**src/rtl/dispensador_ctrl.sv**
```systemverilog
// -----------------------------------------------------------------------------
// dispensador_ctrl
//
// Order scheduler for the RGB dosing motors. Colour orders (R, G, B amounts)
// are buffered in a small FIFO and executed one at a time. Each colour's motor
// runs for amount x UNIT_TICKS clock cycles, in the order R, then G, then B.
//
// Parameters
//   W           width of each colour amount
//   DEPTH       order FIFO entries (power of two, >= 2)
//   UNIT_TICKS  clk cycles per amount unit (>= 1)
//
// Ports
//   clk                        system clock, all logic on posedge
//   rst                        synchronous active-high reset
//   pause                      freeze execution (only with DISP_PAUSE_EN)
//   order_valid                an order is offered this cycle
//   order_R/order_G/order_B    amounts, taken when order_valid && order_ready
//   order_ready                FIFO has room (low whenever full)
//   motor_R/motor_G/motor_B    motor enables, at most one high at a time
//   busy                       an order is executing (high through DONE)
//   done                       one-cycle pulse when an order finishes
//   pending                    orders queued, excluding the executing one
//
// Configuration
//   DISP_PAUSE_EN  when defined, adds the pause input. While pause is high the
//                  RUN states hold their counters with all motors off, and no
//                  new order is popped from IDLE. The FIFO still accepts.
// -----------------------------------------------------------------------------
module dispensador_ctrl #(
  parameter int W          = 5,
  parameter int DEPTH      = 4,
  parameter int UNIT_TICKS = 1000
) (
  input  logic                     clk,
  input  logic                     rst,
`ifdef DISP_PAUSE_EN
  input  logic                     pause,
`endif
  input  logic                     order_valid,
  input  logic [W-1:0]             order_R,
  input  logic [W-1:0]             order_G,
  input  logic [W-1:0]             order_B,
  output logic                     order_ready,
  output logic                     motor_R,
  output logic                     motor_G,
  output logic                     motor_B,
  output logic                     busy,
  output logic                     done,
  output logic [$clog2(DEPTH):0]   pending
);

  localparam int AW = $clog2(DEPTH);
  localparam int TW = (UNIT_TICKS > 1) ? $clog2(UNIT_TICKS) : 1;
  localparam logic [TW-1:0] TICK_LAST = TW'(UNIT_TICKS - 1);
  localparam logic [AW:0]   COUNT_FULL = (AW+1)'(DEPTH);

  typedef enum logic [2:0] {
    S_IDLE,
    S_RUN_R,
    S_RUN_G,
    S_RUN_B,
    S_DONE
  } state_t;

  typedef struct packed {
    logic [W-1:0] r;
    logic [W-1:0] g;
    logic [W-1:0] b;
  } order_t;

  // ---------------------------------------------------------------------------
  // Freeze control
  // ---------------------------------------------------------------------------
  logic hold;
`ifdef DISP_PAUSE_EN
  assign hold = pause;
`else
  assign hold = 1'b0;
`endif

  // ---------------------------------------------------------------------------
  // Order FIFO
  // ---------------------------------------------------------------------------
  order_t        mem [DEPTH];
  logic [AW-1:0] wr_ptr;
  logic [AW-1:0] rd_ptr;
  logic [AW:0]   count;
  logic          full;
  logic          empty;
  logic          push;
  logic          pop;
  order_t        head;

  assign full        = (count == COUNT_FULL);
  assign empty       = (count == '0);
  // Readiness depends only on the registered count; a pop in the same cycle
  // does not open a slot early.
  assign order_ready = !full;
  assign push        = order_valid && !full;
  assign head        = mem[rd_ptr];
  assign pending     = count;

  // NOTE: sequential blocks use non-blocking assignments so every register
  // samples the values present before the clock edge.
  // NOTE: the storage array is deliberately not reset; count and pointers
  // define which entries are live, so stale contents are never read.
  always_ff @(posedge clk) begin
    if (push) begin
      mem[wr_ptr] <= '{r: order_R, g: order_G, b: order_B};
    end
  end

  // DEPTH is a power of two, so the pointers wrap naturally.
  always_ff @(posedge clk) begin
    if (rst) begin
      wr_ptr <= '0;
      rd_ptr <= '0;
      count  <= '0;
    end else begin
      if (push) wr_ptr <= wr_ptr + AW'(1);
      if (pop)  rd_ptr <= rd_ptr + AW'(1);
      case ({push, pop})
        2'b10:   count <= count + (AW+1)'(1);
        2'b01:   count <= count - (AW+1)'(1);
        default: count <= count;
      endcase
    end
  end

  // ---------------------------------------------------------------------------
  // Execution FSM
  // ---------------------------------------------------------------------------
  state_t        state,      state_next;
  logic [W-1:0]  units_left, units_next;
  logic [TW-1:0] tick_cnt,   tick_next;
  logic [W-1:0]  act_g,      act_g_next;
  logic [W-1:0]  act_b,      act_b_next;
  logic          running;

  always_ff @(posedge clk) begin
    if (rst) begin
      state      <= S_IDLE;
      units_left <= '0;
      tick_cnt   <= '0;
      act_g      <= '0;
      act_b      <= '0;
    end else begin
      state      <= state_next;
      units_left <= units_next;
      tick_cnt   <= tick_next;
      act_g      <= act_g_next;
      act_b      <= act_b_next;
    end
  end

  // The motor of the current RUN state is on while units remain; the cycle
  // in which units_left reads zero has the motor off and advances the state.
  assign running = (units_left != '0) && !hold;

  always_comb begin
    // NOTE: every signal driven here gets a default first, so no branch can
    // leave one unassigned and infer a latch.
    state_next = state;
    units_next = units_left;
    tick_next  = tick_cnt;
    act_g_next = act_g;
    act_b_next = act_b;
    pop        = 1'b0;
    done       = 1'b0;
    motor_R    = 1'b0;
    motor_G    = 1'b0;
    motor_B    = 1'b0;

    case (state)
      S_IDLE: begin
        if (!empty && !hold) begin
          pop        = 1'b1;
          act_g_next = head.g;
          act_b_next = head.b;
          units_next = head.r;
          tick_next  = '0;
          state_next = S_RUN_R;
        end
      end

      S_RUN_R, S_RUN_G, S_RUN_B: begin
        motor_R = running && (state == S_RUN_R);
        motor_G = running && (state == S_RUN_G);
        motor_B = running && (state == S_RUN_B);
        if (!hold) begin
          if (units_left != '0) begin
            // Count units rather than total cycles so no amount x UNIT_TICKS
            // product is ever needed.
            if (tick_cnt == TICK_LAST) begin
              tick_next  = '0;
              units_next = units_left - W'(1);
            end else begin
              tick_next  = tick_cnt + TW'(1);
            end
          end else begin
            case (state)
              S_RUN_R: begin
                state_next = S_RUN_G;
                units_next = act_g;
              end
              S_RUN_G: begin
                state_next = S_RUN_B;
                units_next = act_b;
              end
              default: begin
                state_next = S_DONE;
                units_next = '0;
              end
            endcase
          end
        end
      end

      S_DONE: begin
        done       = 1'b1;
        state_next = S_IDLE;
      end

      default: begin
        state_next = S_IDLE;
      end
    endcase
  end

  assign busy = (state != S_IDLE);

endmodule
```
**config.mk**
```make
export PLATFORM = sky130hd
export DESIGN_NAME = dispensador_ctrl
export DESIGN_NICKNAME = d
export VERILOG_FILES = /design/src/rtl/dispensador_ctrl.sv
export SDC_FILE = /design/constraint.sdc
export NUM_CORES = 1
export LEC_CHECK = 0
export ABC_CLOCK_PERIOD_IN_PS = 4100
export CAP_MARGIN = 20
export CORE_AREA = 2 2 66 115
export CTS_BUF_LIST = sky130_fd_sc_hd__clkbuf_8
export CTS_CLUSTER_SIZE = 8
export DETAILED_ROUTE_END_ITERATION = 12
export DIE_AREA = 0 0 68 117
export PLACE_DENSITY = 0.89
export SLEW_MARGIN = 15
export SYNTH_ARGS = -nofsm -noshare
export SYNTH_HDL_FRONTEND = slang
export SYNTH_SLANG_ARGS = --single-unit
```
**constraint.sdc**
```tcl
create_clock -name clk -period 4.1 [get_ports clk]
set_clock_uncertainty 0.15 [all_clocks]
set_input_delay 0.82 -clock clk [delete_from_list [all_inputs] [get_ports clk]]
set_output_delay 0.82 -clock clk [all_outputs]
set_load 0.005 [all_outputs]
```
=== After elaboration in Yosys (flattened, before gate mapping) ===
Memories as Yosys holds them, arrays and structs flattened. A register that Yosys moved wholly into a read port is not among the register bits.
Index checks and enable logic that the tools add are counted.

* Muxes and demuxes: 24
* Bitwise gates (word level): 1
* Eq/ne operators: 12
* Reductions and logical operators: 16
* $add $sub $neg: 6

{| class="wikitable"
|+ Operators by type and width
! operator !! number
|-
| $mux 10 || 3
|-
| $pmux 10 s2 || 1
|-
| $pmux 5 s2 || 2
|-
| $pmux 3 s2 || 3
|-
| $mux 5 || 3
|-
| $add 10x1->10 const B || 1
|-
| $eq 10x10->1 const B || 1
|-
| $mux 1 || 8
|-
| $eq 3x2->1 const B || 2
|-
| $eq 3x3->1 const B || 2
|-
| $logic_not 3->1 || 2
|-
| $mux 3 || 2
|-
| $ne 2x2->1 const B || 3
|-
| $reduce_and 3->1 || 2
|-
| $reduce_bool 5->1 || 1
|-
| $sub 5x1->5 const B || 1
|-
| $add 2x1->2 const B || 2
|-
| $logic_and 1x1->1 || 4
|-
| $mux 2 || 2
|-
| $reduce_and 2->1 || 2
|-
| $reduce_bool 2->1 || 2
|-
| $add 3x1->3 const B || 1
|-
| $eq 3x1->1 const B || 1
|-
| $ne 3x3->1 const B || 1
|-
| other kinds (7) || 7
|}

* Memories kept: 1
* RAM bits: 60
* Output and inout bits: 9
* Bits in registers: 35

{| class="wikitable"
|+ Memory list
! name !! depth !! width !! rd ports !! clocked after Yosys merged registers in !! write ports !! RTL line !! source
|-
| mem || 4 || 15 || 1 || 1 || 1 || 85 || <nowiki>order_t mem [DEPTH];</nowiki>
|}

=== Longest topological paths before layout ===
* Depth in word-level cells: 5
* Mapped depth: 11

=== Worst setup path before layout ===
Ideal clock, no wire load.

* Path kind: register -> register
* Start point: register state[0]
* End point: register count[2] (netlist: pending[2])
* Stages on the path, launching flop included: 12
* Setup time: 0.071 ns
* Setup slack: 1.500 ns
* Arrival time: 2.379 ns
* Path buffers: 2
* Period minus slack after synthesis: 2.600 ns
* Path through: dfxtp_1 -> buf_2 -> nor3_4 -> nand2_1 -> inv_2 -> clkbuf_1 -> ha_1 -> inv_1 -> fa_1 -> xor2_1 -> or3_1 -> a21oi_1

* Word-level cells in the longest chain between the ends: 4
* Elaborated cells between the ends (all ways): 6
* Classes of those cells: 2 x eq/ne; 2 x mux; 2 x reduce/logical

{| class="wikitable"
|+ Ends and longest elaborated chain
! what !! RTL line !! source
|-
| from (decl) || 134 || <nowiki>state_t state, state_next;</nowiki>
|-
| from (signal assigned) || 149 || <nowiki>state <= state_next;</nowiki>
|-
| $logic_not 3->1 * || 175 || <nowiki>case (state)</nowiki>
|-
| $mux 1 * || 175 ||
|-
| net pop || 92 || <nowiki>logic pop;</nowiki>
|-
| $eq 2x1->1 / $eq 2x2->1 (equally long branches) || 123 || <nowiki>case ({push, pop})</nowiki>
|-
| $pmux 3 s2 / $reduce_bool 2->1 (equally long branches) || - ||
|-
| to (signal assigned) || 124 || <nowiki>2'b10: count <= count + (AW+1)'(1);</nowiki>
|-
| to (signal assigned) || 125 || <nowiki>2'b01: count <= count - (AW+1)'(1);</nowiki>
|-
| to (signal assigned) || 126 || <nowiki>default: count <= count;</nowiki>
|-
| to (decl) || 88 || <nowiki>logic [AW:0] count;</nowiki>
|}

Mark *: on every way through the listed nets, which the timed path passes. The rest lies on a longest branch.
A chain may end at the register's enable or synchronous reset.

=== Worst setup path in the final report ===
* Start point: register units_left[0]
* End point: output motor_G

* Word-level cells in the longest chain between the ends: 3

{| class="wikitable"
|+ Ends and longest elaborated chain
! what !! RTL line !! source
|-
| from (decl) || 135 || <nowiki>logic [W-1:0] units_left, units_next;</nowiki>
|-
| from (signal assigned) || 150 || <nowiki>units_left <= units_next;</nowiki>
|-
| $reduce_bool 5->1 || 159 || <nowiki>assign running = (units_left != '0) && !hold;</nowiki>
|-
| $logic_and 1x1->1 || 189 || <nowiki>motor_G = running && (state == S_RUN_G);</nowiki>
|-
| $mux 1 || 175 ||
|-
| to (decl) || 46 || <nowiki>output logic motor_G,</nowiki>
|}

No other way between the ends.

==> impl_metrics.ini <==
[logic_synthesis]
synth_xor_area_frac = 0.01912
ys.flop_type = edfxtp_1
synthMuxAreaShare = 0.08194
avgSynthCellArea_um2 = 13.30
yosysWarnings = 0
synth_compound_area_frac = 0.09924
synth-seq-cells = 97
netlist_area_um2 = 4123
seq_area_frac_synth = 0.6167
synthAdderAreaFrac = 0.02610
synthCells = 310
syn_nets = 336
synthArstFlopShare = 0
synthTopCellsByArea = edfxtp_1 (44%), dfxtp_1 (18%), mux4_2 (8.2%)
synth-edff-count = 60
synth_top_family_by_area = simple AND/OR/NAND/NOR gates
synth-simple-area-share = 0.1250
synth_top_area_frac = 0.4370
ys_types = 50
synth_top_area_cell = edfxtp_1

[critical_path]
r2r_setup_slack_ns = 1.19
cp.required_ns = 3.13
critPathArrivalTime_ns = 2.34
slowest_stage = nor4b_2
path_class = flop to output pin
crit_buf_inv = 2
r2r_end = pending[2]
max_stage_delay_ns = 0.80
path_delay_family = simple AND/OR/NAND/NOR gates
r2r_cells = 9
worst_setup_path_end_kind = output pin
worstPathCellList = inv_1 > ha_1 > nor4b_2 > nor4b_1 > clkdlybuf4s50_1
critPathMaxFanout = 12
worstSetupStartpointType = flop
rr_startpoint = state[0]

[route]
route.antenna.remaining_nets = 0
vias_per_cell = 5.913
drt-initial-drc-count = 172
avgRoutedWirePerCell_um = 17.00
vias = 2501
remaining_drc_errors = 0
drt_first_pass_iters = 4
drt_wl_total_um = 7192

[layout]
final_common_cell = edfxtp_1
seq_area_um2 = 2542
n_fill_cell = 516
drive_above_1_share = 0.1365
diodes = 0
layout_common_cells = edfxtp_1 (60), dfxtp_1 (37), nand2_1 (34)
nets = 358
synthToLayoutAreaGrowth_pct = 11.29
multiInputGateArea_um2 = 1449
post-route-util = 0.6481

[sta]
fin_ws_ns = 0.7882
tightest_slew_ns = 0.9703
relSlewSlack = 0.3515
drv_slew = 0
finalSetupTns_ns = 0
post-route-period-util = 0.8078
rsz0062_at_grt = false
hold_viol_final = 0
max_freq_ghz = 0.3019
setup_viol = 0
layout_min_cycle_time_ns = 3.312

[clock_network]
path_clk_slew_ns = 0.09
worstSkewPairLatency_ns = 0.35
numCtsBuffers = 9
hold_buffers = 0
postCtsSetupRepairBufs = 0
cts.sinks = 97
h-tree-depth = 3
ctsResizeCount = 0
cts_tree = done
cts_root_buf = clkbuf_8
cts_buffer_depth = 2

[floorplanning]
die_w_um = 68
fp.coreArea_um2 = 7079
rows = 41
die_area_um2 = 7956
io-pin-count = 27
initial_core_util = 0.5824
die_h_um = 117

[grt]
first_global_vias = 2526
antenna_found_initial = 0
grt_max_degree = 24
grt_pass1_wl_um = 11720
grt_overflow_total = 0
grtUsageTotal = 0.2036

[placement]
dpl.hpwl_um = 4947
place_ws_ns = 1.134
io_buffers = 26
gp_congestion = 0.9319

[hold_path]
worstHoldStart = act_b[4]
worstHoldPathType = flop to flop
min_path_cells = 2
min_to = act_b[4]

[flow_run]
max_cap_viol_count = 0

[run_status]
run_status = finished clean

[power_and_ir_drop]
power_leakage_nw = 1.477
ir_drop_mv = 0.3695
powerDensity_nw_per_um2 = 629.9
==> stage by stage <==
| stage | hold slack, ns | std cells | cell area [um^2] | power [mW] |
|---|---|---|---|---|
| after floorplan | 0.2864 | 310 | 4123 | 2.159 |
| after global placement | 0.2979 | 406 | 4408 | 2.344 |
| after detailed placement | 0.3006 | 406 | 4408 | 2.388 |
| after CTS | 0.3123 | 422 | 4573 | 2.904 |
| after global routing | 0.3396 | 423 | 4588 | 3.080 |
| final | 0.3112 | 423 | 4588 | 2.890 |
==> synth_stat cells (all sizes together), types with 2 or more instances <==
cell type,n
nor4b,3
a21oi,25
and2,2
nor3,6
nand2,34
a211oi,3
or3,6
dfxtp,37
xor2,5
buf,9
inv,12
a31oi,2
clkbuf,7
nor4,2
nor3b,2
o22ai,8
and3,4
xnor2,4
mux4,15
or4,3
ha,7
nand3,2
nand4,3
o21ai,10
nor2,9
nand3b,11
o31ai,6
edfxtp,60
==> worst reg2reg max path: stages, from the launching register on <==
cell	delay (ns)
dfxtp_1	0.52
nor3_4	0.38
nand2_1	0.29
inv_2	0.26
ha_1	0.21
inv_1	0.06
fa_1	0.37
xor2_1	0.16
or3_1	0.30
a21oi_1	0.15
==> sequential cells by signal, indices dropped and copies added (netlist names), named ones only <==
name / flops
tick_cnt: 10
act_b: 5
pending: 3
mem: 60
act_g: 5
state: 3
rd_ptr: 2
wr_ptr: 2
units_left: 5
==> layout make-up <==
cell class / count / share of cell area
Tap cell: 86 / 0.02345
Inverter: 13 / 0.01064
Timing Repair Buffer: 27 / 0.05999
Clock inverter: 7 / 0.008999
Clock buffer: 9 / 0.02700
Sequential cell: 97 / 0.5541
Multi-Input combinational cell: 184 / 0.3158
==> kinds of logic after synthesis <==
| family | Yosys count |
|---|---|
| AOI/OAI and AO/OA | 61 |
| muxes | 15 |
| DFF | 97 |
| and+or+nand+nor | 91 |
| adders and majority gates | 8 |
| xor gates and xnor gates | 9 |
| buffers and inverters | 29 |
==> how the worst max path moves through the flow <==
stage / startpoint / end / slack [ns] / cells after the start
after floorplan: state[0] / pending[2] / 1.50 / 11
after global placement: order_valid / pending[2] / 1.19 / 9
after detailed placement: order_valid / pending[2] / 1.13 / 9
after CTS: units_left[0] / motor_G / 0.78 / 5
after global routing: units_left[0] / motor_R / 0.59 / 5
final: units_left[0] / motor_G / 0.79 / 5
==> power by group <==
part,total (mW),switching (mW),leakage [nW],internal (mW)
Clock,0.514,0.300,0.0876,0.215
Sequential,1.36,0.147,0.853,1.22
Combinational,1.01,0.565,0.536,0.446
==> layer usage <==
layer	routed length, um	global-route usage	vias up	part of all wire
li1	-	-	1211	-
met1	2839	0.2334	1235	0.39
met2	4011	0.3450	43	0.56
met3	193	0.04589	12	0.027
met4	147	0.1120	0	0.020
met5	0	0	-	0
No activity file was read; power rests on OpenSTA's default activity.
